### config.mk
export PLATFORM = sky130hd
export DESIGN_NAME = pulpemu_input_cond
export DESIGN_NICKNAME = d
export VERILOG_FILES = /design/src/rtl/pulpemu_input_cond.sv
export SDC_FILE = /design/constraint.sdc
export NUM_CORES = 1
export LEC_CHECK = 0
export ABC_AREA = 1
export BUFFER_PORTS_ARGS = -buffer_cell sky130_fd_sc_hd__buf_4
export CAP_MARGIN = 15
export CORE_MARGIN = 2
export CORE_UTILIZATION = 35
export DETAILED_ROUTE_END_ITERATION = 16
export GPL_TIMING_DRIVEN = 0
export HOLD_SLACK_MARGIN = 0.03
export SETUP_SLACK_MARGIN = 0.2
export SYNTH_ARGS = -nofsm -noshare
export SYNTH_HDL_FRONTEND = slang
export SYNTH_SLANG_ARGS = --single-unit
### constraint.sdc
create_clock -name clk -period 2.54 [get_ports clk]
set_clock_uncertainty 0.05 [all_clocks]
set_input_delay 0.127 -clock clk [delete_from_list [all_inputs] [get_ports clk]]
set_output_delay 0.127 -clock clk [all_outputs]
set_load 0.02 [all_outputs]
### src/rtl/pulpemu_input_cond.sv
// Input conditioner: synchronise, debounce and edge-detect the raw switch/button pins.
// Define PULPEMU_INPUT_EVENT_EN to build the sticky event flags and irq_o summary.

module pulpemu_input_cond_bit #(
    parameter int SYNC_STAGES    = 2,
    parameter int STABLE_SAMPLES = 4,
    parameter int CW             = $clog2(STABLE_SAMPLES) + 1
) (
    input  logic clk,
    input  logic rst_n,
    input  logic tick,
    input  logic raw,
    output logic level,
    output logic rise,
    output logic fall
);
    logic [SYNC_STAGES-1:0] sync_q;
    logic [CW-1:0]          cnt;
    logic                   sync;

    assign sync = sync_q[SYNC_STAGES-1];

    always_ff @(posedge clk or negedge rst_n) begin
        if (!rst_n) sync_q <= '0;
        else        sync_q <= {sync_q[SYNC_STAGES-2:0], raw};
    end

    // Any cycle where the input agrees with the accepted level restarts qualification.
    always_ff @(posedge clk or negedge rst_n) begin
        if (!rst_n) begin
            cnt   <= '0;
            level <= 1'b0;
            rise  <= 1'b0;
            fall  <= 1'b0;
        end else begin
            rise <= 1'b0;
            fall <= 1'b0;
            if (sync == level) begin
                cnt <= '0;
            end else if (tick) begin
                if (cnt == CW'(STABLE_SAMPLES - 1)) begin
                    level <= sync;
                    cnt   <= '0;
                    rise  <= sync;
                    fall  <= ~sync;
                end else begin
                    cnt <= cnt + 1'b1;
                end
            end
        end
    end
endmodule

module pulpemu_input_cond #(
    parameter int N_IN           = 13,
    parameter int SYNC_STAGES    = 2,
    parameter int PRESCALE       = 20000,
    parameter int STABLE_SAMPLES = 4
) (
    input  logic            clk,
    input  logic            rst_n,
    input  logic [N_IN-1:0] raw_i,
    output logic [N_IN-1:0] level_o,
    output logic [N_IN-1:0] rise_o,
    output logic [N_IN-1:0] fall_o,
    output logic [N_IN-1:0] event_o,
    input  logic [N_IN-1:0] event_clr_i,
    output logic            irq_o
);
    localparam int PW = (PRESCALE > 1) ? $clog2(PRESCALE) : 1;

    logic tick;

    generate
        if (PRESCALE == 1) begin : g_no_pre
            assign tick = 1'b1;
        end else begin : g_pre
            logic [PW-1:0] pre;
            assign tick = (pre == PW'(PRESCALE - 1));
            always_ff @(posedge clk or negedge rst_n) begin
                if (!rst_n)    pre <= '0;
                else if (tick) pre <= '0;
                else           pre <= pre + 1'b1;
            end
        end
    endgenerate

    pulpemu_input_cond_bit #(
        .SYNC_STAGES   (SYNC_STAGES),
        .STABLE_SAMPLES(STABLE_SAMPLES)
    ) u_bit [N_IN-1:0] (
        .clk  (clk),
        .rst_n(rst_n),
        .tick (tick),
        .raw  (raw_i),
        .level(level_o),
        .rise (rise_o),
        .fall (fall_o)
    );

`ifdef PULPEMU_INPUT_EVENT_EN
    logic [N_IN-1:0] event_q;

    // A new edge outranks a clear landing in the same cycle.
    always_ff @(posedge clk or negedge rst_n) begin
        if (!rst_n) event_q <= '0;
        else        event_q <= (event_q & ~event_clr_i) | rise_o | fall_o;
    end

    assign event_o = event_q;
    assign irq_o   = |event_q;
`else
    logic unused_event_clr;
    assign unused_event_clr = ^event_clr_i;
    assign event_o = '0;
    assign irq_o   = 1'b0;
`endif
endmodule

==> results.py <==
metrics = {
    "power_and_ir_drop": {
        "ir_drop_uv": 414,
        "clkPwrFrac_pct": 56.1,
        "combinationalPowerShare_pct": 2.9,
        "switchingPower_uw": 911,
        "p_per_area_nw_per_um2": 672,
        "swShare_pct": 19.3,
        "p_int_uw": 3820,
        "seqPwrFrac_pct": 40.9,
        "leakage_uw": 0.00383,
    },
    "critical_path": {
        "r2r_start": "g_pre.pre[0]",
        "critical_path_class": "reg -> reg",
        "cp.required_ps": 2790,
        "crit_path_start_kind": "flop",
        "end_kind": "flop",
        "crit_fanout": 10,
        "worstRegToRegCells": 7,
        "worst-r2r-setup-slack_ps": 650,
        "r2r-end": "u_bit[10].level",
        "arrival_ps": 2140,
    },
    "run_status": {
        "status": "complete, no violations",
    },
    "floorplanning": {
        "rows": 45,
        "dieHeight_um": 129,
        "die_area_um2": 16700,
        "io_pins": 81,
        "die_x_um": 129,
        "initial_core_util_pct": 36.0,
        "core_area_um2": 15300,
    },
    "sta": {
        "drv_slew": 0,
        "tightest_slew_ps": 584,
        "slew_headroom_pct": 60.9,
        "finalCriticalPeriod_ps": 1890,
        "rsz0062_at_grt": "false",
        "finalHoldViolCount": 0,
        "max_freq_ghz": 0.530,
        "setup_slack_ps": 655,
        "tns_ps": 0,
        "setup_viol": 0,
        "min_period_over_period_pct": 74.2,
    },
    "finish": {
        "diodes": 0,
        "final_cell_mix": "dfrtp_1, buf_4, nor2_1",
        "fin_nets": 727,
        "fill_cells": 1402,
        "area_delta_synth_final_pct": 28.1,
        "seq_area_um2": 2980,
        "multi_input_area_um2": 1780,
        "drive_gt1_share_pct": 22.5,
        "layout_commonest_cell": "dfrtp_1",
    },
    "flow_run": {
        "drv_cap": 0,
    },
    "clock_tree": {
        "h-tree-depth": 4,
        "worstSkewPairLatency_ps": 420,
        "cts_tree": "done",
        "cts_sinks": 119,
        "numCtsBuffers": 17,
        "cts_buffer_depth": 2,
        "path_clk_slew_ps": 50,
        "ctsResizeCount": 0,
        "cts-root-buf": "clkbuf_16",
    },
    "grt": {
        "grt_pass1_vias": 4212,
        "grt_remaining_overflow": 0,
        "grt_usage_pct": 15.7,
        "grt_max_degree": 96,
        "grt_first_pass_wirelength_um": 20300,
        "grt_antenna_before_repair": 0,
    },
    "yosys": {
        "synth_largest_area_cell": "dfrtp_1",
        "syn-cell-area_um2": 5490,
        "syn_avg_cell_area_um2": 9.38,
        "synth.area.top_cells": "dfrtp_1, buf_4, nand3_1",
        "yosysWarnings": 0,
        "ys_ff_latch": 119,
        "yosysTopAreaCellShare_pct": 54.3,
        "synth_cells": 585,
        "ys_types": 23,
        "yosysSeqAreaShare_pct": 54.3,
    },
    "place": {
        "place.gp.congestion": 0.792,
        "hpwl_um": 7810,
        "portBuffers": 53,
        "pre_cts_slack_ps": 662,
    },
    "hold_path": {
        "hp-class": "in -> async",
    },
    "detailed_routing": {
        "drt-vias-per-instance": 4.54,
        "first_pass_iters": 5,
        "wl_per_cell_um": 12.9,
        "vias": 4130,
        "drt-initial-drc-count": 219,
        "drt_drc_violations_left": 0,
        "ant_nets": 0,
        "routed_wl_um": 11800,
    },
}
[power by group through the flow]
stage,Combinational [µW],Sequential (µW),Clock [µW]
6_report,139,1940,2650
5_1_grt,158,1940,2810
4_1_cts,142,1930,2700
3_5_place_dp,125,1970,0
3_3_place_gp,115,1970,0
2_1_floorplan,58.2,1960,0
[cell type report]
| class | instances | share of cell area (%) |
|---|---|---|
| repair buffers | 68 | 8.10 |
| plain buffers | 65 | 7.15 |
| flip-flops and latches | 119 | 42.4 |
| clock buffers | 25 | 7.05 |
| multi-input cells | 341 | 25.4 |
| well taps | 211 | 3.76 |
| clock inverters | 7 | 2.33 |
| inverters | 73 | 3.90 |
[synthesized netlist by cell type]
| library cell | count |
|---|---|
| dfrtp_1 | 119 |
| nor2_1 | 75 |
| nand3_1 | 74 |
| inv_1 | 71 |
| nand2_1 | 71 |
| buf_4 | 56 |
| nand4_1 | 55 |
| xor2_1 | 18 |
| ha_1 | 14 |
| buf_6 | 6 |
| nor3_1 | 5 |
| o21ai_0 | 4 |
| buf_2 | 3 |
| a21oi_1 | 2 |
| inv_2 | 2 |
| nand2_2 | 2 |
| nor2_2 | 2 |
| and2_1 | 1 |
| conb_1 | 1 |
| nand2_4 | 1 |
| nand3_2 | 1 |
| nor2_4 | 1 |
| nor3_4 | 1 |
[critical path, cell delays in order, from the launching register on]
cell and delay, ps:
dfrtp_1 370, ha_1 220, nand3_2 150, nor2_1 330, buf_2 380, nand4_1 150
nand2_1 80, nand2_1 50
[routing by layer]
| layer | vias up | part of all wire (%) | GRT usage [%] |
|---|---|---|---|
| li1 | 2042 | - | - |
| met2 | 96 | 47 | 25.4 |
| met4 | 0 | 2.2 | 8.38 |
| met1 | 1973 | 46 | 19.4 |
| met3 | 19 | 4.7 | 4.13 |
| met5 | - | 0 | 0 |
[sequential cells by signal, indices dropped and copies added (netlist names)]
signal / flops
g_pre.pre: 15
u_bit.cnt: 39
u_bit.fall: 13
u_bit.level: 13
u_bit.rise: 13
u_bit.sync_q: 26
[kinds of logic (layout without fill, tap and decap cells)]
family,count (synthesis),count (layout),share of synthesized area (%)
adder cells (fa/ha/maj),14,14,3.19
AND/OR/NAND/NOR,289,289,24.9
XOR/XNOR,18,18,2.87
AO/OA/AOI/OAI,6,6,0.547
buffers and inverters,138,238,14.2
other,1,14,0.0683
flip-flops,119,119,54.3
[through the flow]
stage	power [µW]	utilization, %	hold slack [ps]	std cells	instance area (µm²)
floorplan	2020	-	-219	598	5540
global placement	2080	40.6	186	862	6200
detailed placement	2090	40.8	-45.7	863	6230
CTS	4780	46.1	72.9	909	7030
global route	4900	46.1	91.6	909	7030
finish	4730	46.1	77.0	909	7030
[worst max path at each step]
stage                     cells past startpoint                to    startpoint
after CTS                                     7    u_bit[8].level  g_pre.pre[0]
after floorplan                               7  u_bit[11].cnt[2]  g_pre.pre[0]
final                                         7   u_bit[10].level  g_pre.pre[0]
after detailed placement                      7    u_bit[8].level  g_pre.pre[0]
after global routing                          7   u_bit[10].level  g_pre.pre[0]
after global placement                        7   u_bit[11].level  g_pre.pre[0]
[repair_timing]
action / CTS / global route
setup buffers: 0 / 0
hold buffers: 14 / 0
endpoints found under the setup margin: 0 / 0
endpoints found under the hold margin: 132 / 0
No activity file was read; power rests on OpenSTA's default activity.
